[src/rtl/fetch_queue_if.sv]
// Fetch-queue bus: fetch-side bundle in, decode-side bundle out, plus flush/stall/error.
// Latency: n/a (signal bundle only).
// Backpressure: fq_stall toward fetch, dec_ready from decode.
//
// Ports (via modports):
//   master : drives flush, in_*, dec_ready; observes fq_stall, out_*, overflow_err
//   slave  : the queue itself, the mirror image of master

`ifndef INST_ADDR_WIDTH
`define INST_ADDR_WIDTH 32
`endif
`ifndef INST_WIDTH
`define INST_WIDTH 32
`endif
`ifndef BP_GHR_BITS
`define BP_GHR_BITS 8
`endif

interface fetch_queue_if #(
    parameter int ADDR_W = `INST_ADDR_WIDTH,
    parameter int INST_W = `INST_WIDTH,
    parameter int GHR_W  = `BP_GHR_BITS
);
    // control
    logic              flush;
    logic              fq_stall;
    logic              overflow_err;

    // fetch side, two lanes
    logic [1:0]        in_valid;
    logic [ADDR_W-1:0] in_pc_0;
    logic [ADDR_W-1:0] in_pc_1;
    logic [INST_W-1:0] in_inst_0;
    logic [INST_W-1:0] in_inst_1;
    logic              in_pred_taken_0;
    logic              in_pred_taken_1;
    logic [ADDR_W-1:0] in_pred_target_0;
    logic [ADDR_W-1:0] in_pred_target_1;
    logic [GHR_W-1:0]  in_pred_hist_0;
    logic [GHR_W-1:0]  in_pred_hist_1;

    // decode side, two lanes
    logic [1:0]        out_valid;
    logic [ADDR_W-1:0] out_pc_0;
    logic [ADDR_W-1:0] out_pc_1;
    logic [INST_W-1:0] out_inst_0;
    logic [INST_W-1:0] out_inst_1;
    logic              out_pred_taken_0;
    logic              out_pred_taken_1;
    logic [ADDR_W-1:0] out_pred_target_0;
    logic [ADDR_W-1:0] out_pred_target_1;
    logic [GHR_W-1:0]  out_pred_hist_0;
    logic [GHR_W-1:0]  out_pred_hist_1;
    logic              dec_ready;

    modport master (
        output flush, in_valid,
        output in_pc_0, in_pc_1, in_inst_0, in_inst_1,
        output in_pred_taken_0, in_pred_taken_1,
        output in_pred_target_0, in_pred_target_1,
        output in_pred_hist_0, in_pred_hist_1,
        output dec_ready,
        input  fq_stall, overflow_err, out_valid,
        input  out_pc_0, out_pc_1, out_inst_0, out_inst_1,
        input  out_pred_taken_0, out_pred_taken_1,
        input  out_pred_target_0, out_pred_target_1,
        input  out_pred_hist_0, out_pred_hist_1
    );

    modport slave (
        input  flush, in_valid,
        input  in_pc_0, in_pc_1, in_inst_0, in_inst_1,
        input  in_pred_taken_0, in_pred_taken_1,
        input  in_pred_target_0, in_pred_target_1,
        input  in_pred_hist_0, in_pred_hist_1,
        input  dec_ready,
        output fq_stall, overflow_err, out_valid,
        output out_pc_0, out_pc_1, out_inst_0, out_inst_1,
        output out_pred_taken_0, out_pred_taken_1,
        output out_pred_target_0, out_pred_target_1,
        output out_pred_hist_0, out_pred_hist_1
    );
endinterface

[src/rtl/fetch_queue.sv]
// Two-in/two-out circular instruction queue between fetch and decode.
// Latency: entry written at edge t is visible to decode from cycle t+1 (no bypass).
// Backpressure: fq_stall raised early enough to absorb fetch's in-flight bundle; dec_ready pops.
//
// Ports:
//   clk  - clock
//   rst  - synchronous active-high reset; clears pointers, count and overflow_err
//   fq   - fetch_queue_if.slave: fetch bundle in, decode bundle out, flush/stall/error

`ifndef INST_ADDR_WIDTH
`define INST_ADDR_WIDTH 32
`endif
`ifndef INST_WIDTH
`define INST_WIDTH 32
`endif
`ifndef BP_GHR_BITS
`define BP_GHR_BITS 8
`endif

module fetch_queue #(
    parameter int DEPTH  = 8,
    parameter int ADDR_W = `INST_ADDR_WIDTH,
    parameter int INST_W = `INST_WIDTH,
    parameter int GHR_W  = `BP_GHR_BITS
) (
    input  logic          clk,
    input  logic          rst,
    fetch_queue_if.slave  fq
);
    localparam int PTR_W = $clog2(DEPTH);
    localparam int CNT_W = PTR_W + 1;

    typedef struct packed {
        logic [ADDR_W-1:0] pc;
        logic [INST_W-1:0] inst;
        logic              pred_taken;
        logic [ADDR_W-1:0] pred_target;
        logic [GHR_W-1:0]  pred_hist;
    } entry_t;

    // Storage is deliberately left unreset; validity comes from count alone.
    entry_t            mem [DEPTH];

    logic [PTR_W-1:0]  head;
    logic [PTR_W-1:0]  tail;
    logic [CNT_W-1:0]  count;
    logic              overflow_q;

    entry_t            lane_in_0;
    entry_t            lane_in_1;
    entry_t            wr_first;
    logic [1:0]        pop_n;
    logic [1:0]        push_n;
    logic [CNT_W:0]    space;
    logic              room_ok;
    logic              accept;
    logic [PTR_W-1:0]  head_p1;
    logic [PTR_W-1:0]  tail_p1;

    // Incoming lanes as packed entries.
    always_comb begin
        lane_in_0 = '{pc:          fq.in_pc_0,
                      inst:        fq.in_inst_0,
                      pred_taken:  fq.in_pred_taken_0,
                      pred_target: fq.in_pred_target_0,
                      pred_hist:   fq.in_pred_hist_0};
        lane_in_1 = '{pc:          fq.in_pc_1,
                      inst:        fq.in_inst_1,
                      pred_taken:  fq.in_pred_taken_1,
                      pred_target: fq.in_pred_target_1,
                      pred_hist:   fq.in_pred_hist_1};
    end

    // Pointer arithmetic wraps naturally because DEPTH is a power of two.
    assign head_p1 = head + PTR_W'(1);
    assign tail_p1 = tail + PTR_W'(1);

    // Decode takes every lane it is shown, so pop count follows out_valid.
    always_comb begin
        pop_n = 2'd0;
        if (fq.dec_ready) begin
            if (count >= CNT_W'(2))
                pop_n = 2'd2;
            else if (count >= CNT_W'(1))
                pop_n = 2'd1;
        end
    end

    assign push_n = {1'b0, fq.in_valid[0]} + {1'b0, fq.in_valid[1]};

    // Free slots this cycle include whatever decode is taking right now, so a
    // full queue can still accept while draining. DEPTH - count never underflows.
    assign space   = (CNT_W+1)'(DEPTH) - {1'b0, count} + (CNT_W+1)'(pop_n);
    assign room_ok = ((CNT_W+1)'(push_n) <= space);
    assign accept  = !fq.flush && room_ok && (push_n != 2'd0);

    // Lanes pack toward tail: a lone lane 1 (mask 10) lands at tail, not tail+1.
    assign wr_first = fq.in_valid[0] ? lane_in_0 : lane_in_1;

    always_ff @(posedge clk) begin
        if (!rst && accept) begin
            mem[tail] <= wr_first;
            if (push_n == 2'd2)
                mem[tail_p1] <= lane_in_1;
        end
    end

    always_ff @(posedge clk) begin
        if (rst) begin
            head       <= '0;
            tail       <= '0;
            count      <= '0;
            overflow_q <= 1'b0;
        end else if (fq.flush) begin
            // Flush drops the presented bundle and ignores any pop, but the
            // error flag survives so software can still see it afterwards.
            head  <= '0;
            tail  <= '0;
            count <= '0;
        end else begin
            head <= head + PTR_W'(pop_n);
            if (accept) begin
                tail  <= tail + PTR_W'(push_n);
                count <= count - CNT_W'(pop_n) + CNT_W'(push_n);
            end else begin
                count <= count - CNT_W'(pop_n);
            end
            // An oversized bundle is dropped whole; never a partial write.
            if (!room_ok)
                overflow_q <= 1'b1;
        end
    end

    // Show-ahead outputs straight from registers.
    entry_t lane_out_0;
    entry_t lane_out_1;

    assign lane_out_0 = mem[head];
    assign lane_out_1 = mem[head_p1];

    assign fq.out_valid         = {count >= CNT_W'(2), count >= CNT_W'(1)};
    assign fq.out_pc_0          = lane_out_0.pc;
    assign fq.out_inst_0        = lane_out_0.inst;
    assign fq.out_pred_taken_0  = lane_out_0.pred_taken;
    assign fq.out_pred_target_0 = lane_out_0.pred_target;
    assign fq.out_pred_hist_0   = lane_out_0.pred_hist;
    assign fq.out_pc_1          = lane_out_1.pc;
    assign fq.out_inst_1        = lane_out_1.inst;
    assign fq.out_pred_taken_1  = lane_out_1.pred_taken;
    assign fq.out_pred_target_1 = lane_out_1.pred_target;
    assign fq.out_pred_hist_1   = lane_out_1.pred_hist;

    // Fetch's output register may hold a bundle already, and a stall seen now
    // only blocks the bundle after next; keep room for 2 + 2 with no pops.
    assign fq.fq_stall     = (count > CNT_W'(DEPTH - 4));
    assign fq.overflow_err = overflow_q;

endmodule
[src/flat_wrapper.sv]
// flat-port wrapper written by rule: the top's interface ports become plain ports
module fetch_queue_flat 
#(
    parameter int DEPTH  = 8,
    parameter int ADDR_W = `INST_ADDR_WIDTH,
    parameter int INST_W = `INST_WIDTH,
    parameter int GHR_W  = `BP_GHR_BITS
)
  (clk, rst, fq_flush, fq_in_valid, fq_in_pc_0, fq_in_pc_1, fq_in_inst_0, fq_in_inst_1, fq_in_pred_taken_0, fq_in_pred_taken_1, fq_in_pred_target_0, fq_in_pred_target_1, fq_in_pred_hist_0, fq_in_pred_hist_1, fq_dec_ready, fq_fq_stall, fq_overflow_err, fq_out_valid, fq_out_pc_0, fq_out_pc_1, fq_out_inst_0, fq_out_inst_1, fq_out_pred_taken_0, fq_out_pred_taken_1, fq_out_pred_target_0, fq_out_pred_target_1, fq_out_pred_hist_0, fq_out_pred_hist_1);
  fetch_queue_if #(.ADDR_W(ADDR_W), .INST_W(INST_W), .GHR_W(GHR_W)) fq_i ();
  input  logic clk;
  input  logic rst;
  input wire logic [$bits(fq_i.flush)-1:0] fq_flush;
  input wire logic [$bits(fq_i.in_valid)-1:0] fq_in_valid;
  input wire logic [$bits(fq_i.in_pc_0)-1:0] fq_in_pc_0;
  input wire logic [$bits(fq_i.in_pc_1)-1:0] fq_in_pc_1;
  input wire logic [$bits(fq_i.in_inst_0)-1:0] fq_in_inst_0;
  input wire logic [$bits(fq_i.in_inst_1)-1:0] fq_in_inst_1;
  input wire logic [$bits(fq_i.in_pred_taken_0)-1:0] fq_in_pred_taken_0;
  input wire logic [$bits(fq_i.in_pred_taken_1)-1:0] fq_in_pred_taken_1;
  input wire logic [$bits(fq_i.in_pred_target_0)-1:0] fq_in_pred_target_0;
  input wire logic [$bits(fq_i.in_pred_target_1)-1:0] fq_in_pred_target_1;
  input wire logic [$bits(fq_i.in_pred_hist_0)-1:0] fq_in_pred_hist_0;
  input wire logic [$bits(fq_i.in_pred_hist_1)-1:0] fq_in_pred_hist_1;
  input wire logic [$bits(fq_i.dec_ready)-1:0] fq_dec_ready;
  output wire logic [$bits(fq_i.fq_stall)-1:0] fq_fq_stall;
  output wire logic [$bits(fq_i.overflow_err)-1:0] fq_overflow_err;
  output wire logic [$bits(fq_i.out_valid)-1:0] fq_out_valid;
  output wire logic [$bits(fq_i.out_pc_0)-1:0] fq_out_pc_0;
  output wire logic [$bits(fq_i.out_pc_1)-1:0] fq_out_pc_1;
  output wire logic [$bits(fq_i.out_inst_0)-1:0] fq_out_inst_0;
  output wire logic [$bits(fq_i.out_inst_1)-1:0] fq_out_inst_1;
  output wire logic [$bits(fq_i.out_pred_taken_0)-1:0] fq_out_pred_taken_0;
  output wire logic [$bits(fq_i.out_pred_taken_1)-1:0] fq_out_pred_taken_1;
  output wire logic [$bits(fq_i.out_pred_target_0)-1:0] fq_out_pred_target_0;
  output wire logic [$bits(fq_i.out_pred_target_1)-1:0] fq_out_pred_target_1;
  output wire logic [$bits(fq_i.out_pred_hist_0)-1:0] fq_out_pred_hist_0;
  output wire logic [$bits(fq_i.out_pred_hist_1)-1:0] fq_out_pred_hist_1;
  assign fq_i.flush = fq_flush;
  assign fq_i.in_valid = fq_in_valid;
  assign fq_i.in_pc_0 = fq_in_pc_0;
  assign fq_i.in_pc_1 = fq_in_pc_1;
  assign fq_i.in_inst_0 = fq_in_inst_0;
  assign fq_i.in_inst_1 = fq_in_inst_1;
  assign fq_i.in_pred_taken_0 = fq_in_pred_taken_0;
  assign fq_i.in_pred_taken_1 = fq_in_pred_taken_1;
  assign fq_i.in_pred_target_0 = fq_in_pred_target_0;
  assign fq_i.in_pred_target_1 = fq_in_pred_target_1;
  assign fq_i.in_pred_hist_0 = fq_in_pred_hist_0;
  assign fq_i.in_pred_hist_1 = fq_in_pred_hist_1;
  assign fq_i.dec_ready = fq_dec_ready;
  assign fq_fq_stall = fq_i.fq_stall;
  assign fq_overflow_err = fq_i.overflow_err;
  assign fq_out_valid = fq_i.out_valid;
  assign fq_out_pc_0 = fq_i.out_pc_0;
  assign fq_out_pc_1 = fq_i.out_pc_1;
  assign fq_out_inst_0 = fq_i.out_inst_0;
  assign fq_out_inst_1 = fq_i.out_inst_1;
  assign fq_out_pred_taken_0 = fq_i.out_pred_taken_0;
  assign fq_out_pred_taken_1 = fq_i.out_pred_taken_1;
  assign fq_out_pred_target_0 = fq_i.out_pred_target_0;
  assign fq_out_pred_target_1 = fq_i.out_pred_target_1;
  assign fq_out_pred_hist_0 = fq_i.out_pred_hist_0;
  assign fq_out_pred_hist_1 = fq_i.out_pred_hist_1;
  fetch_queue #(.DEPTH(DEPTH), .ADDR_W(ADDR_W), .INST_W(INST_W), .GHR_W(GHR_W)) u_core (.clk(clk), .rst(rst), .fq(fq_i));
endmodule
[config.mk]
export PLATFORM = sky130hd
export DESIGN_NAME = fetch_queue_flat
export DESIGN_NICKNAME = d
export VERILOG_FILES = /design/src/rtl/fetch_queue_if.sv /design/src/rtl/fetch_queue.sv /design/src/flat_wrapper.sv
export SDC_FILE = /design/constraint.sdc
export NUM_CORES = 2
export LEC_CHECK = 0
export ABC_AREA = 0
export BUFFER_PORTS_ARGS = -buffer_cell sky130_fd_sc_hd__buf_2
export CORE_MARGIN = 5
export CORE_UTILIZATION = 60
export DETAILED_ROUTE_END_ITERATION = 16
export PLACE_DENSITY = 0.8
export SYNTH_ARGS = -nofsm -noshare
export SYNTH_HDL_FRONTEND = slang
export SYNTH_SLANG_ARGS = --single-unit
[constraint.sdc]
create_clock -name clk -period 26.6 [get_ports clk]
set_input_delay 1.33 -clock clk [delete_from_list [all_inputs] [get_ports clk]]
set_output_delay 1.33 -clock clk [all_outputs]
set_load 0.01 [all_outputs]
==> impl_metrics.json <==
{
  "end_kind": "primary output",
  "status": "completed",
  "crit_path_end": "fq_out_inst_1[29]",
  "hold_ws_ns": 0.462,
  "crit_start": "u_core.head[0]",
  "die-width_um": 299,
  "yosysUniqueCellTypes": 43,
  "synth-main-ff-cell": "edfxtp_1",
  "layout.nets": 3381,
  "firstDrtPassIters": 5,
  "timing.fmax_ghz": 0.152,
  "numCtsBuffers": 89,
  "synth_common_cells": "1135 x mux2_2, 840 x edfxtp_1, 420 x mux4_2",
  "start_kind": "flop",
  "max_slew_margin_pct": 18.7,
  "path_common_cell": "buf_4",
  "syn_avg_cell_area_um2": 18.0,
  "required_ns": 25.27,
  "crit_chain": "ha_4, buf_4, buf_4, mux4_2, mux2_2, buf_2",
  "fin_worst_skew_ns": 0.0152,
  "hold_class": "flop to flop",
  "core-area_um2": 83300,
  "tns_ns": 0,
  "ys_ff_latch": 851,
  "power_uw": 3130,
  "row_count": 106,
  "min_period_ns": 6.59,
  "place_congestion": 0.840,
  "cts_hold_buf": 0,
  "cts_tree": "done",
  "cellPowerDensity_nw_per_um2": 56.0,
  "numPortBuffers": 429,
  "layout-drive-gt1-share_pct": 68.3,
  "cts_setup_buffers": 0,
  "worst_pin_slew_ns": 1.22,
  "synthCells": 2792,
  "ys_seq_area_share_pct": 50.7,
  "cap_violations": 0,
  "grt_remaining_overflow": 0,
  "pin_count": 430,
  "clk_pin_slew_ns": 0.06,
  "dieHeight_um": 299,
  "die_area_um2": 89500,
  "grt_pass1_vias": 32400,
  "fin_crit_sh_pct": 24.8,
  "vias": 30200,
  "cts_buffer_depth": 3,
  "grt_pass1_wl_mm": 206,
  "vdd_drop_max_mv": 0.0472,
  "hold_viol": 0,
  "cp_slowest_cell": "buf_4",
  "root_buffer": "clkbuf_16",
  "start_util_pct": 60.2,
  "ant_nets": 0,
  "grt_max_degree": 132,
  "crit_type": "flop to primary output",
  "worst_r2r_endpoint": "u_core.mem[2][104]",
  "dp_hpwl_mm": 79.6,
  "h-tree-depth": 3,
  "yosys.area.top_type_share_pct": 50.3,
  "ctsResizeCount": 0,
  "synth_edf_count": 840,
  "yosys_warnings": 0,
  "fin_ws_ns": 20.01,
  "grt_usage_pct": 30.5,
  "hold_start": "u_core.fq.overflow_err",
  "synthMostInstantiatedCell": "mux2_2",
  "fillers": 5535,
  "placed_cell_area_um2": 53100,
  "setup_viol": 0,
  "reg2reg_depth": 12,
  "dp_slack_ns": 20.56,
  "cp_slowest_stage_delay_ns": 0.94,
  "drc": 0,
  "leakagePower_uw": 0.0183,
  "cp.arrival_ns": 5.26,
  "netlist_area_um2": 50200,
  "final_cell_area_um2": 56000,
  "yosysTopAreaCell": "edfxtp_1",
  "crit_fanout": 61,
  "wirelength_mm": 138,
  "async_reset_ff_share_pct": 0,
  "reg2reg_slack_ns": 21.17,
  "worst_skew_pair.late_latency_ns": 0.63,
  "drt_iter0_drc": 2999,
  "drv_slew": 0,
  "vias_per_cell": 7.00,
  "area_growth_pct": 11.6,
  "ys_top_cells_by_area": "edfxtp_1 50%, mux2_2 25%, mux4_2 19%",
  "cts.sinks": 851,
  "antenna_found_initial": 25,
  "syn_nets": 3028,
  "rsz0062_at_grt": "false",
  "rr_startpoint": "u_core.count[2]",
  "detail_route.wl_per_cell_um": 32.0
}
-- flip-flops by register name (all words and copies together) (netlist names) --
signal	count
u_core.mem	840
u_core.head	3
u_core.tail	3
u_core.count	4
u_core.fq.overflow_err	1
-- report_power, final --
part / internal, µW / leakage (µW) / switching, µW
clock network: 692 / 0.00136 / 520
logic: 195 / 0.00924 / 203
registers: 1510 / 0.00767 / 13.2
-- area by class of cell --
class,count,area (µm²),share of cell area (%)
Antenna cell,20,50.0,0.0894
Inverter,19,71.3,0.127
Sequential cell,851,25500,45.5
Clock inverter,56,452,0.807
Tap cell,1080,1350,2.41
Clock buffer,105,2330,4.16
Timing Repair Buffer,492,2650,4.73
Multi-Input combinational cell,1692,23600,42.2
-- cells by family (layout without fill, tap and decap cells) --
logic type / count (synthesis) / in the layout / share of synthesized area (%)
mux: 1581 / 1581 / 44.9
simple gates: 56 / 56 / 0.594
fa+ha+maj: 20 / 20 / 0.574
buf+inv: 249 / 672 / 2.50
other cells: 0 / 20 / 0
xor+xnor: 5 / 5 / 0.0873
flops: 851 / 851 / 50.7
compound gates: 30 / 30 / 0.624
-- routing by layer --
layer	wire length, µm	global-route usage (%)	vias to the layer above
met5	98	0	-
met4	4820	11.4	14
met3	11500	5.77	269
met2	70500	51.6	1525
met1	51200	39.7	15900
li1	-	-	12500
-- worst min path at each step --
stage / endpoint / slack [ns] / cells after the start
after CTS: u_core.fq.overflow_err / 0.46 / 2
after global placement: u_core.fq.overflow_err / 0.44 / 2
final: u_core.fq.overflow_err / 0.46 / 2
after floorplan: u_core.fq.overflow_err / 0.46 / 2
after detailed placement: u_core.fq.overflow_err / 0.45 / 2
after global routing: u_core.fq.overflow_err / 0.48 / 2
-- worst max-delay path: cells and delay by family (launching register included) --
family	cells	cell delay, ns
muxes	2	0.73
DFF	1	0.93
buffers and inverters	3	1.98
adders and majority gates	1	0.83
-- placed cells by master (no fill, tap or decap), drive strengths merged --
cell / count
or4: 2
bufinv: 7
clkinv: 43
nor3: 9
nand2b: 2
and3b: 1
o221ai: 1
clkbuf: 105
o21a: 1
nor4b: 1
a31oi: 7
or3: 1
and2: 3
a21oi: 3
o311ai: 9
xnor2: 2
mux2i: 6
diode: 20
o31a: 2
nand2: 11
buf: 492
mux2: 1155
nor2b: 4
o311a: 1
inv: 22
xor2: 3
nor4: 1
edfxtp: 840
nand3: 3
mux4: 420
fa: 5
nor2: 12
clkinvlp: 3
dfxtp: 11
o21ai: 2
o31ai: 3
and3: 4
nor3b: 2
o211a: 1
ha: 15
-- metrics by stage --
step	util, %	cells
after floorplan	-	2792
after global routing	67.2	4312
final	67.2	4315
after global placement	63.8	4134
after CTS	67.1	4295
after detailed placement	63.8	4134
Note: power is estimated with default switching activity, not from simulation.
